## config.mk

```make
export PLATFORM = sky130hd
export DESIGN_NAME = pc_gen
export DESIGN_NICKNAME = d
export VERILOG_FILES = /design/src/rtl/pc_pkg.sv /design/src/rtl/pc_target_calc.sv /design/src/rtl/pc_gen.sv
export SDC_FILE = /design/constraint.sdc
export NUM_CORES = 1
export LEC_CHECK = 0
export BUFFER_PORTS_ARGS = -buffer_cell sky130_fd_sc_hd__buf_2
export CORE_ASPECT_RATIO = 1.2
export CORE_UTILIZATION = 54
export DETAILED_ROUTE_END_ITERATION = 8
export PLACE_DENSITY = 0.88
export SYNTH_ARGS = -nofsm -noshare
export SYNTH_HDL_FRONTEND = slang
export SYNTH_SLANG_ARGS = --single-unit
```

## constraint.sdc

```tcl
create_clock -name clk_i -period 3.1 [get_ports clk_i]
set_input_delay 0.31 -clock clk_i [delete_from_list [all_inputs] [get_ports clk_i]]
set_output_delay 0.31 -clock clk_i [all_outputs]
set_load 0.03 [all_outputs]
```

## src/rtl/pc_pkg.sv

```systemverilog
// pc_pkg: shared state encoding, legal instruction alignments and the
// address alignment mask helper for the program-counter generator.
package pc_pkg;

    typedef enum logic [1:0] {
        PC_BOOT = 2'd0,
        PC_RUN  = 2'd1,
        PC_HALT = 2'd2
    } pc_state_e;

    // Legal IALIGN values (instruction alignment in bits).
    localparam int unsigned IALIGN_32 = 32;
    localparam int unsigned IALIGN_16 = 16;

    // Mask that clears the low log2(ialign/8) address bits of an xlen-wide
    // address. Callers truncate the result to their own width (xlen <= 64).
    function automatic logic [63:0] align_mask(input int unsigned xlen,
                                               input int unsigned ialign);
        logic [63:0] m;
        m = (ialign == IALIGN_16) ? ~64'd1 : ~64'd3;
        if (xlen < 64) begin
            m = m & ((64'd1 << xlen) - 64'd1);
        end
        return m;
    endfunction

endpackage

```

## src/rtl/pc_target_calc.sv

```systemverilog
// pc_target_calc: combinational control-transfer target and alignment check
// for branches, JAL and JALR resolved in EX.
module pc_target_calc
    import pc_pkg::*;
#(
    parameter int unsigned XLEN   = 32,
    parameter int unsigned IALIGN = 32
) (
    input  logic            jalr_flag_i,
    input  logic [XLEN-1:0] ex_pc_i,
    input  logic [XLEN-1:0] branch_dest_i,
    input  logic [XLEN-1:0] jump_base_i,
    output logic [XLEN-1:0] target_o,
    output logic            misaligned_o
);

    localparam logic [XLEN-1:0] ClearBit0 = ~XLEN'(1);

    // Target select and alignment check; JALR drops bit 0 of the sum.
    always_comb begin
        if (jalr_flag_i) begin
            target_o = (jump_base_i + branch_dest_i) & ClearBit0;
        end else begin
            target_o = ex_pc_i + branch_dest_i;
        end
        // With 16-bit alignment bit 0 is always clear here, so nothing traps.
        misaligned_o = (IALIGN == IALIGN_32) ? target_o[1] : 1'b0;
    end

endmodule

```

## src/rtl/pc_gen.sv

```systemverilog
// pc_gen: fetch-stage program counter with stall/handshake, prioritised
// trap/jump/branch redirects, misaligned-target halt and a registered flush
// pulse. Optional performance counters are enabled by defining PC_PERF_EN.
module pc_gen
    import pc_pkg::*;
#(
    parameter int unsigned     XLEN         = 32,
    parameter logic [XLEN-1:0] RESET_VECTOR = '0,
    parameter int unsigned     IALIGN       = 32
) (
    input  logic            clk_i,
    input  logic            rst_i,
    input  logic            stall_i,
    input  logic            fetch_ready_i,
    output logic            fetch_valid_o,
    output logic [XLEN-1:0] pc_o,
    input  logic            inst_is_16_i,
    input  logic            branch_i,
    input  logic            zero_i,
    input  logic            jump_i,
    input  logic            jalr_flag_i,
    input  logic [XLEN-1:0] ex_pc_i,
    input  logic [XLEN-1:0] branch_dest_i,
    input  logic [XLEN-1:0] jump_base_i,
    input  logic            trap_valid_i,
    input  logic [XLEN-1:0] trap_vector_i,
    output logic            redirect_o,
    output logic            misaligned_exc_o,
    output logic [XLEN-1:0] misaligned_addr_o
`ifdef PC_PERF_EN
    ,
    output logic [XLEN-1:0] perf_fetch_cnt_o,
    output logic [XLEN-1:0] perf_redirect_cnt_o,
    output logic [XLEN-1:0] perf_misalign_cnt_o
`endif
);

    localparam logic [XLEN-1:0] AlignMask = XLEN'(align_mask(XLEN, IALIGN));
    localparam logic [XLEN-1:0] Step4     = XLEN'(4);
    localparam logic [XLEN-1:0] Step2     = XLEN'(2);

    pc_state_e       state_q, state_d;
    logic [XLEN-1:0] pc_q, pc_d;
    logic [XLEN-1:0] exc_addr_q, exc_addr_d;
    logic            fetch_valid_q, fetch_valid_d;
    logic            redirect_q, redirect_d;
    logic            exc_q, exc_d;

    logic [XLEN-1:0] target;
    logic            misaligned;
    logic            ctrl_take;
    logic            fire;
    logic [XLEN-1:0] step;

    pc_target_calc #(
        .XLEN   (XLEN),
        .IALIGN (IALIGN)
    ) u_target_calc (
        .jalr_flag_i   (jalr_flag_i),
        .ex_pc_i       (ex_pc_i),
        .branch_dest_i (branch_dest_i),
        .jump_base_i   (jump_base_i),
        .target_o      (target),
        .misaligned_o  (misaligned)
    );

    assign ctrl_take = (state_q == PC_RUN) & (jump_i | (branch_i & zero_i));
    assign fire      = fetch_valid_q & fetch_ready_i & ~stall_i;
    assign step      = ((IALIGN == IALIGN_16) && inst_is_16_i) ? Step2 : Step4;

    // Next-PC priority mux and state transitions.
    always_comb begin
        state_d    = state_q;
        pc_d       = pc_q;
        exc_addr_d = exc_addr_q;
        redirect_d = 1'b0;
        exc_d      = 1'b0;

        if (state_q == PC_BOOT) begin
            state_d = PC_RUN;
        end

        if (trap_valid_i) begin
            pc_d       = trap_vector_i & AlignMask;
            state_d    = PC_RUN;
            redirect_d = 1'b1;
        end else if (ctrl_take && !misaligned) begin
            pc_d       = target;
            redirect_d = 1'b1;
        end else if (ctrl_take) begin
            // PC holds so the trap handler sees the faulting context.
            exc_d      = 1'b1;
            exc_addr_d = target;
            state_d    = PC_HALT;
        end else if (fire) begin
            pc_d = pc_q + step;
        end

        fetch_valid_d = (state_d == PC_RUN);
    end

    // State, PC and registered pulse outputs.
    always_ff @(posedge clk_i) begin
        if (rst_i) begin
            state_q       <= PC_BOOT;
            pc_q          <= RESET_VECTOR;
            exc_addr_q    <= '0;
            fetch_valid_q <= 1'b0;
            redirect_q    <= 1'b0;
            exc_q         <= 1'b0;
        end else begin
            state_q       <= state_d;
            pc_q          <= pc_d;
            exc_addr_q    <= exc_addr_d;
            fetch_valid_q <= fetch_valid_d;
            redirect_q    <= redirect_d;
            exc_q         <= exc_d;
        end
    end

    assign fetch_valid_o     = fetch_valid_q;
    assign pc_o              = pc_q;
    assign redirect_o        = redirect_q;
    assign misaligned_exc_o  = exc_q;
    assign misaligned_addr_o = exc_addr_q;

`ifdef PC_PERF_EN
    logic [XLEN-1:0] perf_fetch_q, perf_redirect_q, perf_misalign_q;

    // Event counters: fetch fires and the visible redirect/exception pulses.
    always_ff @(posedge clk_i) begin
        if (rst_i) begin
            perf_fetch_q    <= '0;
            perf_redirect_q <= '0;
            perf_misalign_q <= '0;
        end else begin
            perf_fetch_q    <= perf_fetch_q + XLEN'(fire);
            perf_redirect_q <= perf_redirect_q + XLEN'(redirect_q);
            perf_misalign_q <= perf_misalign_q + XLEN'(exc_q);
        end
    end

    assign perf_fetch_cnt_o    = perf_fetch_q;
    assign perf_redirect_cnt_o = perf_redirect_q;
    assign perf_misalign_cnt_o = perf_misalign_q;
`endif

endmodule
```

==> key figures, run 1 <==
Pwr
  • Max VDD drop: 368 µV
  • Pwr dens: between 400 and 500 nW/µm²
  • Total leakage power: just over 4 nW

Clock tree
  • Root buf cell: clkbuf_16
  • Clk buf depth: 2
  • Worst-path clk slew: around 60 ps
  • CTS Sinks: 69
  • CTS tree: yes
  • Post-cts gate resize count: 0
  • Max H-tree Level: 3
  • Hold buffers post-CTS: 0
  • Postcts setup bufs: 0
  • Worst-Skew Late Latency: between 300 and 400 ps
  • Clock buffer count from CTS: 9

Synthesis
  • Synth area leaders: dfxtp_1 19%, ha_1 11%, a21oi_1 6.7%
  • Synth Warn #: 0
  • Post-synthesis simple-gate area fraction: 24.8%
  • Synth top area share: around a fifth
  • Synth area leader: dfxtp_1
  • Top post-synthesis cells by count: 110 x nor2_1, 95 x a21oi_1, 81 x nand2_1
  • Mapped Cells: about 990
  • Main combinational cell family by area after synthesis: compound AO/OA/AOI/OAI gates
  • Compound-cell area share of the yosys netlist: approximately 30%
  • Count leader, synth: nor2_1
  • Synthesized area: just over 7000 µm²
  • Seq/Total Area, Yosys: 19.3%
  • Library cells used by synthesis: 77
  • Top_reg_cell synth: dfxtp_1
  • Synth Area in XOR/XNOR: about 7.2%
  • #FFs+latches synth: between 60 and 70
  • Synth async-reset ratio: 0%
  • Mux share of post-synthesis cell area: under 10%
  • Syn_nets: ~1.2k
  • Adder-Cell Fraction of Synth Area: 11.4%
  • Post-synth EDFFs: 0
  • Syn avg cell area: a little over 7 µm²

Routing
  • Met3 WL: 1.88 mm
  • Final WL: 23.0 mm
  • DR WL/cell: about 17 µm
  • Met1 Wirelength: 9.67 mm
  • Post-route ant nets: 0
  • Routed vias: 8395
  • Post-route DRC: 0
  • TritonRoute pass-1 iters: 5
  • Detailed-route vias per instance: around 6.2
  • Max layer used: met4
  • 1st-iter DRT viols: between 700 and 800
  • Metal2 WL: 10.7 mm

Die
  • Initial Util: ~56%
  • Width of the chip: ~110 µm
  • Die height: ~130 µm
  • FP Rows: 45
  • IO Pins: 205
  • CORE AREA: approximately 13000 µm²
  • Die ar.: 13700 µm²

Global route
  • First-pass GRT wire length: ~36 mm
  • Total track usage: between 30% and 40%
  • Largest net degree at the start of global routing: 55
  • Global route total overflow: 0
  • Vias in the first global route: between 7k and 8k
  • Initial antenna violation count: 0

STA
  • Fin crit share: 89.9%
  • Hold Violations, Final: 0
  • Minimum clock period: between 2000 and 3000 ps
  • Max Slew Vio Count: 0
  • F_max: around 360 MHz
  • Clock skew: ~6.7 ps
  • Worst hold slack: between 150 and 200 ps
  • Rel. slew slack: 54.0%
  • Slew @ Worst Pin: 688 ps
  • RSZ-0062 raised after global routing: false
  • Final setup vio count: 0
  • Fin Setup TNS: 0 ps

Layout
  • Area grow syn2layout: 23.1%
  • Final core utilization: between 60 and 70%
  • Fin nets: between 1k and 1.5k
  • Area occupied by multi-input gates: ~5500 µm²
  • Fillers: ~1.1k
  • Total area of sequential cells: 1380 µm²
  • Layout cells sized above 1: 23.9%
  • Antenna Cells: 0
  • Design area: slightly below 9000 µm²

Critical path
  • Req. time, crit path: ~3300 ps
  • Crit-path max FO: 5
  • Critical Path End Type: flip-flop
  • Critical path arrival: approximately 3000 ps
  • FF-to-FF setup slack: 520 ps
  • Setup Crit Path Kind: in -> reg
  • CP Launch Type: input pin

Placed design
  • DPL Wire Length: between 15 and 20 mm
  • GP Congestion: ~0.96
  • Placed cell areas: between 8000 and 9000 µm²
  • Number of port buffers: approximately 200

Hold path
  • HP Class: in -> reg

Run status
  • Status: complete, no violations

Run
  • Max_cap viols: 0
-- sequential cells by signal, summed over array words and instances (netlist names), named ones only --
register	cells
misaligned_addr_o	32
pc_o	30
state_q	2
fetch_valid_o	1
misaligned_exc_o	1
redirect_o	1
-- layer usage --
metal,track usage (%),up-vias
met4,15.1,0
met5,0,-
met1,43.1,3808
met3,2.95,64
met2,53.7,441
li1,-,4082
-- cell families (layout without fill, tap and decap cells) --
logic type	count (synthesis)	count (layout)
buffers and inverters	78	291
DFF	69	69
muxes	15	15
AOI/OAI and AO/OA	330	330
and+or+nand+nor	370	370
adders and majority gates	64	64
xor gates and xnor gates	59	59
-- report_power, final --
part	leakage [nW]	switching (mW)	internal, mW
sequential	0.566	0.0671	0.953
clock	0.143	0.386	0.642
combinational	3.37	0.916	0.595
total	4.08	1.37	2.19
-- final timing paths --
path | start | endpoint | cells past startpoint
setup / recovery | branch_dest_i[0] | pc_o[30] | 14
hold / removal | trap_vector_i[23] | pc_o[23] | 3
setup reg to reg | pc_o[4] | pc_o[24] | 9
hold reg to reg | misaligned_addr_o[1] | misaligned_addr_o[1] | 2
-- layout make-up --
cell class / count / area share (%)
tap: 164 / 2.33
sequential: 69 / 15.7
clock inverter: 4 / 0.540
clock buffer: 12 / 2.80
multi-input combinational: 838 / 62.0
timing repair buffer: 248 / 15.4
inverter: 27 / 1.15
-- critical path: stages --
cell,delay [ps]
buf_2,120
ha_1,200
inv_1,80
fa_1,200
nor2b_1,60
o31a_1,250
o221ai_1,270
nand2_1,220
a211oi_1,340
o21ai_0,240
a41o_1,240
nor3_1,180
buf_4,160
o221ai_1,110
-- placed cells by master, fill, tap and decap left out, types with 6 or more instances in the layout --
master / synthesis / layout
buf_2: 5 / 201
nor2_1: 110 / 110
a21oi_1: 95 / 95
nand2_1: 81 / 81
dfxtp_1: 69 / 69
ha_1: 62 / 62
o21ai_0: 56 / 56
buf_4: 2 / 47
nand3_1: 44 / 44
a211oi_1: 43 / 43
nor3_1: 37 / 36
xor2_1: 34 / 34
a21o_1: 28 / 28
inv_1: 27 / 27
xnor2_1: 25 / 25
and3_1: 23 / 23
nand4_1: 13 / 13
mux2i_1: 11 / 11
or3_1: 10 / 10
nor2b_1: 11 / 10
clkbuf_16: 0 / 9
o21a_1: 8 / 8
a31oi_1: 8 / 8
o31ai_1: 8 / 8
o21bai_1: 8 / 8
and2_1: 7 / 7
o211ai_1: 7 / 7
nand2b_1: 7 / 7
a21boi_0: 6 / 6
-- through the flow --
stage               power [mW]  instances  setup slack, ps
floorplan                 2.03        985              520
global placement          2.49       1346              118
global route              3.72       1362              127
detailed placement        2.51       1346             55.5
finish                    3.56       1362              314
CTS                       3.53       1362              401
Power figures use the tool's default switching activity.
==> inputs of run 2 (changes only) <==
--- a/config.mk
+++ b/config.mk
@@ -6,10 +6,13 @@
 export NUM_CORES = 1
 export LEC_CHECK = 0
 export BUFFER_PORTS_ARGS = -buffer_cell sky130_fd_sc_hd__buf_2
+export CAP_MARGIN = 15
 export CORE_ASPECT_RATIO = 1.2
 export CORE_UTILIZATION = 54
 export DETAILED_ROUTE_END_ITERATION = 8
-export PLACE_DENSITY = 0.88
+export PLACE_DENSITY = 0.87
+export SKIP_CTS_REPAIR_TIMING = 1
 export SYNTH_ARGS = -nofsm -noshare
 export SYNTH_HDL_FRONTEND = slang
+export SYNTH_HIERARCHICAL = 1
 export SYNTH_SLANG_ARGS = --single-unit
==> run 2 against run 1 <==
Setup slack got worse by 150 ps. Sequential power is essentially flat. Die area rose by 1.3%. Non-clock buffer count is 44 higher. Clock power up 9.7%. Via count up 3.1%. Sequential share of layout area shrank 0.80 points. Critical path type unchanged. Critical endpoint is now pc_o[28]. Highest routed layer unchanged.
==> key figures, run 2 <==
Clock tree
  • Max H-tree Level: 3 (unchanged)
  • Root buf cell: clkbuf_16 (unchanged)
  • CTS Sinks: 69 (unchanged)
  • Clk buf depth: 2 (unchanged)
  • Worst-Skew Late Latency: 340 ps (about the same)
  • Clock buffer count from CTS: 9 (unchanged)
  • Worst-path clk slew: 60 ps (about the same)
  • CTS tree: yes (unchanged)

Layout
  • Area occupied by multi-input gates: 5580 µm² (was 5460 µm²)
  • Total area of sequential cells: 1380 µm² (unchanged)
  • Fillers: 1081 (was 1063)
  • Layout cells sized above 1: 28.5% (was 23.9%)
  • Antenna Cells: 0 (unchanged)
  • Design area: 9270 µm² (was 8800 µm²)
  • Final core utilization: 70.6% (was 68.8%)
  • Largest register FFs: 32 (unchanged)
  • Commonest non-fill, non-tap cells in the layout: 201 x buf_2, 140 x nand2_1, 116 x a21oi_1 (was 201 x buf_2, 110 x nor2_1, 95 x a21oi_1)
  • Commonest non-fill, non-tap cell in the layout: buf_2 (unchanged)
  • Area grow syn2layout: 28.0% (was 23.1%)
  • Fin nets: 1432 (was 1395)

Placed design
  • Placed cell areas: 8910 µm² (was 8500 µm²)
  • Worst slack at placement: -189 ps (was 55.5 ps)
  • Number of port buffers: 201 (unchanged)
  • GP Congestion: 0.982 (was 0.956)
  • DPL Wire Length: 18.5 mm (about the same)

STA
  • F_max: 341 MHz (was 359 MHz)
  • Minimum clock period: 2930 ps (was 2790 ps)
  • Slew @ Worst Pin: 617 ps (was 688 ps)
  • RSZ-0062 raised after global routing: false (unchanged)
  • Hold Violations, Final: 0 (unchanged)
  • Rel. slew slack: 58.7% (was 54.0%)
  • Final worst setup slack: 168 ps (was 314 ps)
  • Clock skew: 4.00 ps (was 6.65 ps)
  • Fin crit share: 94.6% (was 89.9%)
  • Final setup vio count: 0 (unchanged)
  • Max Slew Vio Count: 0 (unchanged)
  • Fin Setup TNS: 0 ps (unchanged)

Routing
  • Post-route DRC: 0 (unchanged)
  • Max layer used: met4 (unchanged)
  • Routed vias: 8656 (was 8395)
  • DR WL/cell: 16.7 µm (was 16.9 µm)
  • Post-route ant nets: 0 (unchanged)
  • TritonRoute pass-1 iters: 7 (was 5)
  • Detailed-route vias per instance: 6.17 (was 6.16)
  • Final WL: 23.5 mm (was 23.0 mm)
  • 1st-iter DRT viols: 808 (was 744)
  • Metal2 WL: 11.1 mm (was 10.7 mm)
  • Met1 Wirelength: 9.60 mm (was 9.67 mm)
  • Met3 WL: 1.79 mm (was 1.88 mm)

Synthesis
  • Seq/Total Area, Yosys: 19.1% (was 19.3%)
  • #FFs+latches synth: 69 (unchanged)
  • Syn avg cell area: 7.38 µm² (was 7.25 µm²)
  • Synth top area share: 19.1% (was 19.3%)
  • Synthesized area: 7240 µm² (was 7150 µm²)
  • Count leader, synth: nand2_1 (was nor2_1)
  • Post-synth EDFFs: 0 (unchanged)
  • Synth area leader: dfxtp_1 (unchanged)
  • Top_reg_cell synth: dfxtp_1 (unchanged)
  • Mapped Cells: 981 (was 985)
  • Syn_nets: 1183 (was 1187)
  • Synth Warn #: 6 (was 0)
  • Library cells used by synthesis: 83 (was 77)
  • Synth area leaders: dfxtp_1 19%, ha_1 11%, a21oi_1 8.1% (was dfxtp_1 19%, ha_1 11%, a21oi_1 6.7%)
  • Synth async-reset ratio: 0% (unchanged)
  • Top post-synthesis cells by count: 140 x nand2_1, 117 x a21oi_1, 69 x dfxtp_1 (was 110 x nor2_1, 95 x a21oi_1, 81 x nand2_1)

Global route
  • First-pass GRT wire length: 37.0 mm (was 35.5 mm)
  • Largest net degree at the start of global routing: 59 (was 55)
  • Initial antenna violation count: 0 (unchanged)
  • Global route total overflow: 0 (unchanged)
  • Vias in the first global route: 7942 (was 7353)
  • Total track usage: 33.2% (was 32.7%)

Critical path
  • CP Launch Type: input pin (unchanged)
  • Critical path arrival: 3150 ps (was 2980 ps)
  • Req. time, crit path: 3320 ps (was 3300 ps)
  • Crit-path max FO: 3 (was 5)
  • Setup Crit Path Kind: in -> reg (unchanged)
  • Critical Path End Type: flip-flop (unchanged)

Die
  • CORE AREA: 13100 µm² (was 12800 µm²)
  • Die height: 129 µm (was 128 µm)
  • Die ar.: 13900 µm² (was 13700 µm²)
  • IO Pins: 205 (unchanged)
  • Width of the chip: 108 µm (was 107 µm)
  • FP Rows: 46 (was 45)
  • Initial Util: 55.2% (was 55.9%)

Hold path
  • HP Class: in -> reg (unchanged)

Pwr
  • Design Power: 3.76 mW (was 3.56 mW)
  • Max VDD drop: 443 µV (was 368 µV)
  • Pwr dens: 405 nW/µm² (about the same)
  • Total leakage power: 4.19 nW (was 4.08 nW)

Run status
  • Status: complete, no violations (unchanged)

Run
  • Max_cap viols: 0 (unchanged)
-- run 2: through the flow --
| step | hold slack (ps) | std cells |
|---|---|---|
| after floorplan | 462 | 981 |
| after global placement | 440 | 1385 |
| after detailed placement | 446 | 1385 |
| after CTS | 229 | 1401 |
| after global routing | 240 | 1403 |
| final | 233 | 1403 |
-- run 2: path summary, 6_finish.rpt --
kind / start / end / slack (ps) / cells after the start
setup / recovery: branch_dest_i[0] / pc_o[28] / 170 / 15
hold / removal: trap_vector_i[30] / pc_o[30] / 230 / 3
setup reg to reg: pc_o[2] / pc_o[18] / 660 / 6
hold reg to reg: misaligned_addr_o[28] / misaligned_addr_o[28] / 450 / 2
-- run 2: logic make-up after synthesis --
kind of cell	share of synthesized area (%)
AOI/OAI and AO/OA	33.2
xor gates and xnor gates	7.38
adders and majority gates	11.3
buffers and inverters	4.20
DFF	19.1
muxes	1.71
and+or+nand+nor	23.2
-- run 2: routing by layer --
layer	up-vias	global-route usage (%)
met1	3939	41.4
met2	471	56.6
met5	-	0
met3	78	3.75
met4	0	16.2
li1	4168	-
-- run 2: power by group --
part | switching [mW] | internal, mW | total [mW]
sequential | 0.0680 | 0.947 | 1.01
combinational | 0.934 | 0.676 | 1.61
clock | 0.387 | 0.745 | 1.13
total | 1.39 | 2.37 | 3.76
-- run 2: worst max-delay path, stage by stage --
cell and delay [ps]:
buf_2 120, ha_1 210, fa_2 360, a211oi_1 240
nor2_1 120, o211ai_2 200, buf_4 150, nand3b_2 120
a221oi_2 330, o21ai_2 120, a221oi_2 260, xor2_1 170
o21ai_1 110, a21oi_1 220, a31oi_1 100
-- run 2: final cells by class --
cell class / instances / area share (%)
Inverter: 22 / 0.891
Multi-Input combinational cell: 836 / 60.2
Timing Repair Buffer: 292 / 18.2
Clock inverter: 4 / 0.756
Sequential cell: 69 / 14.9
Tap cell: 168 / 2.27
Clock buffer: 12 / 2.77
==> inputs of run 3 (changes only) <==
--- a/config.mk
+++ b/config.mk
@@ -5,10 +5,11 @@
 export SDC_FILE = /design/constraint.sdc
 export NUM_CORES = 1
 export LEC_CHECK = 0
+export ABC_AREA = 1
 export BUFFER_PORTS_ARGS = -buffer_cell sky130_fd_sc_hd__buf_2
 export CAP_MARGIN = 15
 export CORE_ASPECT_RATIO = 1.2
-export CORE_UTILIZATION = 54
+export CORE_UTILIZATION = 56
 export DETAILED_ROUTE_END_ITERATION = 8
 export PLACE_DENSITY = 0.87
 export SKIP_CTS_REPAIR_TIMING = 1
==> run 3 against run 2 <==
Final cell count rose by 49%. Sequential power barely moved. Utilization fell by 4.0 points. Die area rose by 19%. Non-clock buffer count fell by 82. Register-to-register slack improved by 590 ps. Power rose by 2.7%. Cell area rose by 12%. Largest cell class unchanged.
==> key figures, run 3 <==
Routing
  • Post-route ant nets: 0 (unchanged)
  • TritonRoute pass-1 iters: 6 (was 7)
  • 1st-iter DRT viols: 932 (was 808)
  • Post-route DRC: 0 (unchanged)
  • Routed vias: 11.1k (was 8656)
  • DR WL/cell: 13.9 µm (was 16.7 µm)
  • Final WL: 29.1 mm (was 23.5 mm)
  • Detailed-route vias per instance: 5.32 (was 6.17)

STA
  • Worst hold slack: 260 ps (was 233 ps)
  • Hold Violations, Final: 0 (unchanged)
  • Slew @ Worst Pin: 818 ps (was 617 ps)
  • F_max: 404 MHz (was 341 MHz)
  • Clock skew: 5.99 ps (was 4.00 ps)
  • RSZ-0062 raised after global routing: false (unchanged)
  • Fin crit share: 79.8% (was 94.6%)
  • Fin Setup TNS: 0 ps (unchanged)
  • Max Slew Vio Count: 0 (unchanged)
  • Minimum clock period: 2470 ps (was 2930 ps)
  • Final setup vio count: 0 (unchanged)
  • Rel. slew slack: 45.4% (was 58.7%)

Global route
  • Initial antenna violation count: 0 (unchanged)
  • Total track usage: 34.9% (was 33.2%)
  • First-pass GRT wire length: 46.6 mm (was 37.0 mm)
  • Vias in the first global route: 10.0k (was 7942)
  • Global route total overflow: 0 (unchanged)
  • Largest net degree at the start of global routing: 41 (was 59)

Synthesis
  • Seq/Total Area, Yosys: 15.4% (was 19.1%)
  • Synth Area in XOR/XNOR: 1.17% (was 7.38%)
  • Mapped Cells: 1696 (was 981)
  • Main combinational cell family by area after synthesis: simple AND/OR/NAND/NOR gates (was compound AO/OA/AOI/OAI gates)
  • Post-synthesis simple-gate area fraction: 47.3% (was 23.2%)
  • #FFs+latches synth: 69 (unchanged)
  • Library cells used by synthesis: 41 (was 83)
  • Synth async-reset ratio: 0% (unchanged)
  • Compound-cell area share of the yosys netlist: 13.3% (was 33.2%)
  • Post-synth EDFFs: 0 (unchanged)
  • Top_reg_cell synth: dfxtp_1 (unchanged)
  • Synth area leader: nand2_1 (was dfxtp_1)
  • Mux share of post-synthesis cell area: 0% (was 1.71%)
  • Synthesized area: 8950 µm² (was 7240 µm²)
  • Count leader, synth: nand2_1 (unchanged)
  • Synth Warn #: 6 (unchanged)
  • Syn avg cell area: 5.28 µm² (was 7.38 µm²)
  • Top post-synthesis cells by count: 692 x nand2_1, 263 x inv_1, 144 x a21oi_1 (was 140 x nand2_1, 117 x a21oi_1, 69 x dfxtp_1)
  • Synth area leaders: nand2_1 29%, dfxtp_1 15%, inv_1 11% (was dfxtp_1 19%, ha_1 11%, a21oi_1 8.1%)
  • Synth top area share: 29.0% (was 19.1%)
  • Adder-Cell Fraction of Synth Area: 9.11% (was 11.3%)
  • Syn_nets: 1898 (was 1183)

Critical path
  • Critical path arrival: 2740 ps (was 3150 ps)
  • Req. time, crit path: 3360 ps (was 3320 ps)
  • Critical Path End Type: flip-flop (unchanged)
  • Crit-path max FO: 26 (was 3)
  • CP Launch Type: input pin (unchanged)
  • FF-to-FF setup slack: 1250 ps (was 660 ps)
  • Setup Crit Path Kind: in -> reg (unchanged)

Layout
  • Fillers: 1545 (was 1081)
  • Area grow syn2layout: 16.3% (was 28.0%)
  • Design area: 10400 µm² (was 9270 µm²)
  • Commonest non-fill, non-tap cells in the layout: 692 x nand2_1, 263 x inv_1, 201 x buf_2 (was 201 x buf_2, 140 x nand2_1, 116 x a21oi_1)
  • Commonest non-fill, non-tap cell in the layout: nand2_1 (was buf_2)
  • Largest register FFs: 32 (unchanged)
  • Fin nets: 2082 (was 1432)
  • Non-filler cells in the finished layout: 2093 (was 1403)
  • Final core utilization: 66.6% (was 70.6%)
  • Layout cells sized above 1: 15.2% (was 28.5%)
  • Antenna Cells: 0 (unchanged)

Clock tree
  • Clock buffer count from CTS: 9 (unchanged)
  • Worst-path clk slew: 60 ps (about the same)
  • Clk buf depth: 2 (unchanged)
  • Worst-Skew Late Latency: 340 ps (about the same)
  • CTS Sinks: 69 (unchanged)
  • Max H-tree Level: 3 (unchanged)
  • CTS tree: yes (unchanged)
  • Root buf cell: clkbuf_16 (unchanged)

Pwr
  • Flop pwr share: 27.0% (about the same)
  • Switching fraction of total power: 42.4% (was 37.0%)
  • Power Internal: 2.22 mW (was 2.37 mW)
  • Total leakage power: 6.10 nW (was 4.19 nW)
  • Comb power frac: 43.3% (was 42.9%)
  • Pwr dens: 371 nW/µm² (was 405 nW/µm²)
  • Clk pwr share: 29.7% (was 30.1%)
  • Max VDD drop: 308 µV (was 443 µV)
  • NetSw: 1.63 mW (was 1.39 mW)

Placed design
  • Number of port buffers: 201 (unchanged)
  • Placed insts: 2077 (was 1385)
  • GP Congestion: 0.985 (was 0.982)
  • Placed cell areas: 10100 µm² (was 8910 µm²)
  • DPL Wire Length: 24.0 mm (was 18.5 mm)

Die
  • Die ar.: 16500 µm² (was 13900 µm²)
  • Width of the chip: 117 µm (was 108 µm)
  • IO Pins: 205 (unchanged)
  • FP Rows: 50 (was 46)
  • Initial Util: 57.2% (was 55.2%)
  • Die height: 141 µm (was 129 µm)
  • CORE AREA: 15600 µm² (was 13100 µm²)

Run status
  • Status: complete, no violations (unchanged)

Run
  • Max_cap viols: 0 (unchanged)

Hold path
  • HP Class: in -> reg (unchanged)
run 3: critical path: stages:
cell	delay, ps
buf_2	100
ha_1	260
fa_1	440
nand2_1	90
nand2_1	150
nand3b_2	420
nand2_1	190
nand2_4	190
inv_4	300
o21ai_0	120
a21oi_1	160
run 3: final cells by class:
type / instances / area (µm²) / share of cell area, %
multi-input cells: 1319 / 6350 / 61.0
flip-flops and latches: 69 / 1380 / 13.3
repair buffers: 210 / 1070 / 10.3
inverters: 271 / 1020 / 9.82
well taps: 208 / 260 / 2.50
clock buffers: 9 / 225 / 2.16
clock inverters: 7 / 103 / 0.985
run 3: power by group through the flow:
stage               Sequential (mW)  Clock (mW)  Combinational, mW
finish                         1.04        1.14               1.67
global route                   1.05        1.19               1.86
detailed placement             1.06           0               1.63
CTS                            1.04        1.15               1.64
global placement               1.06           0               1.61
floorplan                      1.17           0               1.05
run 3: path summary, 6_finish.rpt:
path	startpoint	endpoint	depth (start not counted)
worst max register to register	state_q[0]	pc_o[29]	8
worst min register to register	misaligned_addr_o[20]	misaligned_addr_o[20]	2
worst max-delay path	ex_pc_i[0]	pc_o[29]	11
worst min-delay path	trap_vector_i[26]	pc_o[26]	3
run 3: cell families after synthesis:
group | Yosys count
simple gates | 1012
compound gates | 231
flops | 69
xor+xnor | 12
buf+inv | 308
fa+ha+maj | 64
run 3: per-stage QoR:
step	total power, mW	setup slack (ps)
after floorplan	2.22	1050
after global placement	2.66	365
after detailed placement	2.69	318
after CTS	3.83	663
after global routing	4.10	430
final	3.86	627
run 3: routing by layer:
layer	track usage (%)	vias up	wire length [µm]
met2	62.7	454	14200
met3	3.14	80	1890
li1	-	5652	-
met1	42.4	4939	11900
met4	15.1	0	1090
met5	0	-	0
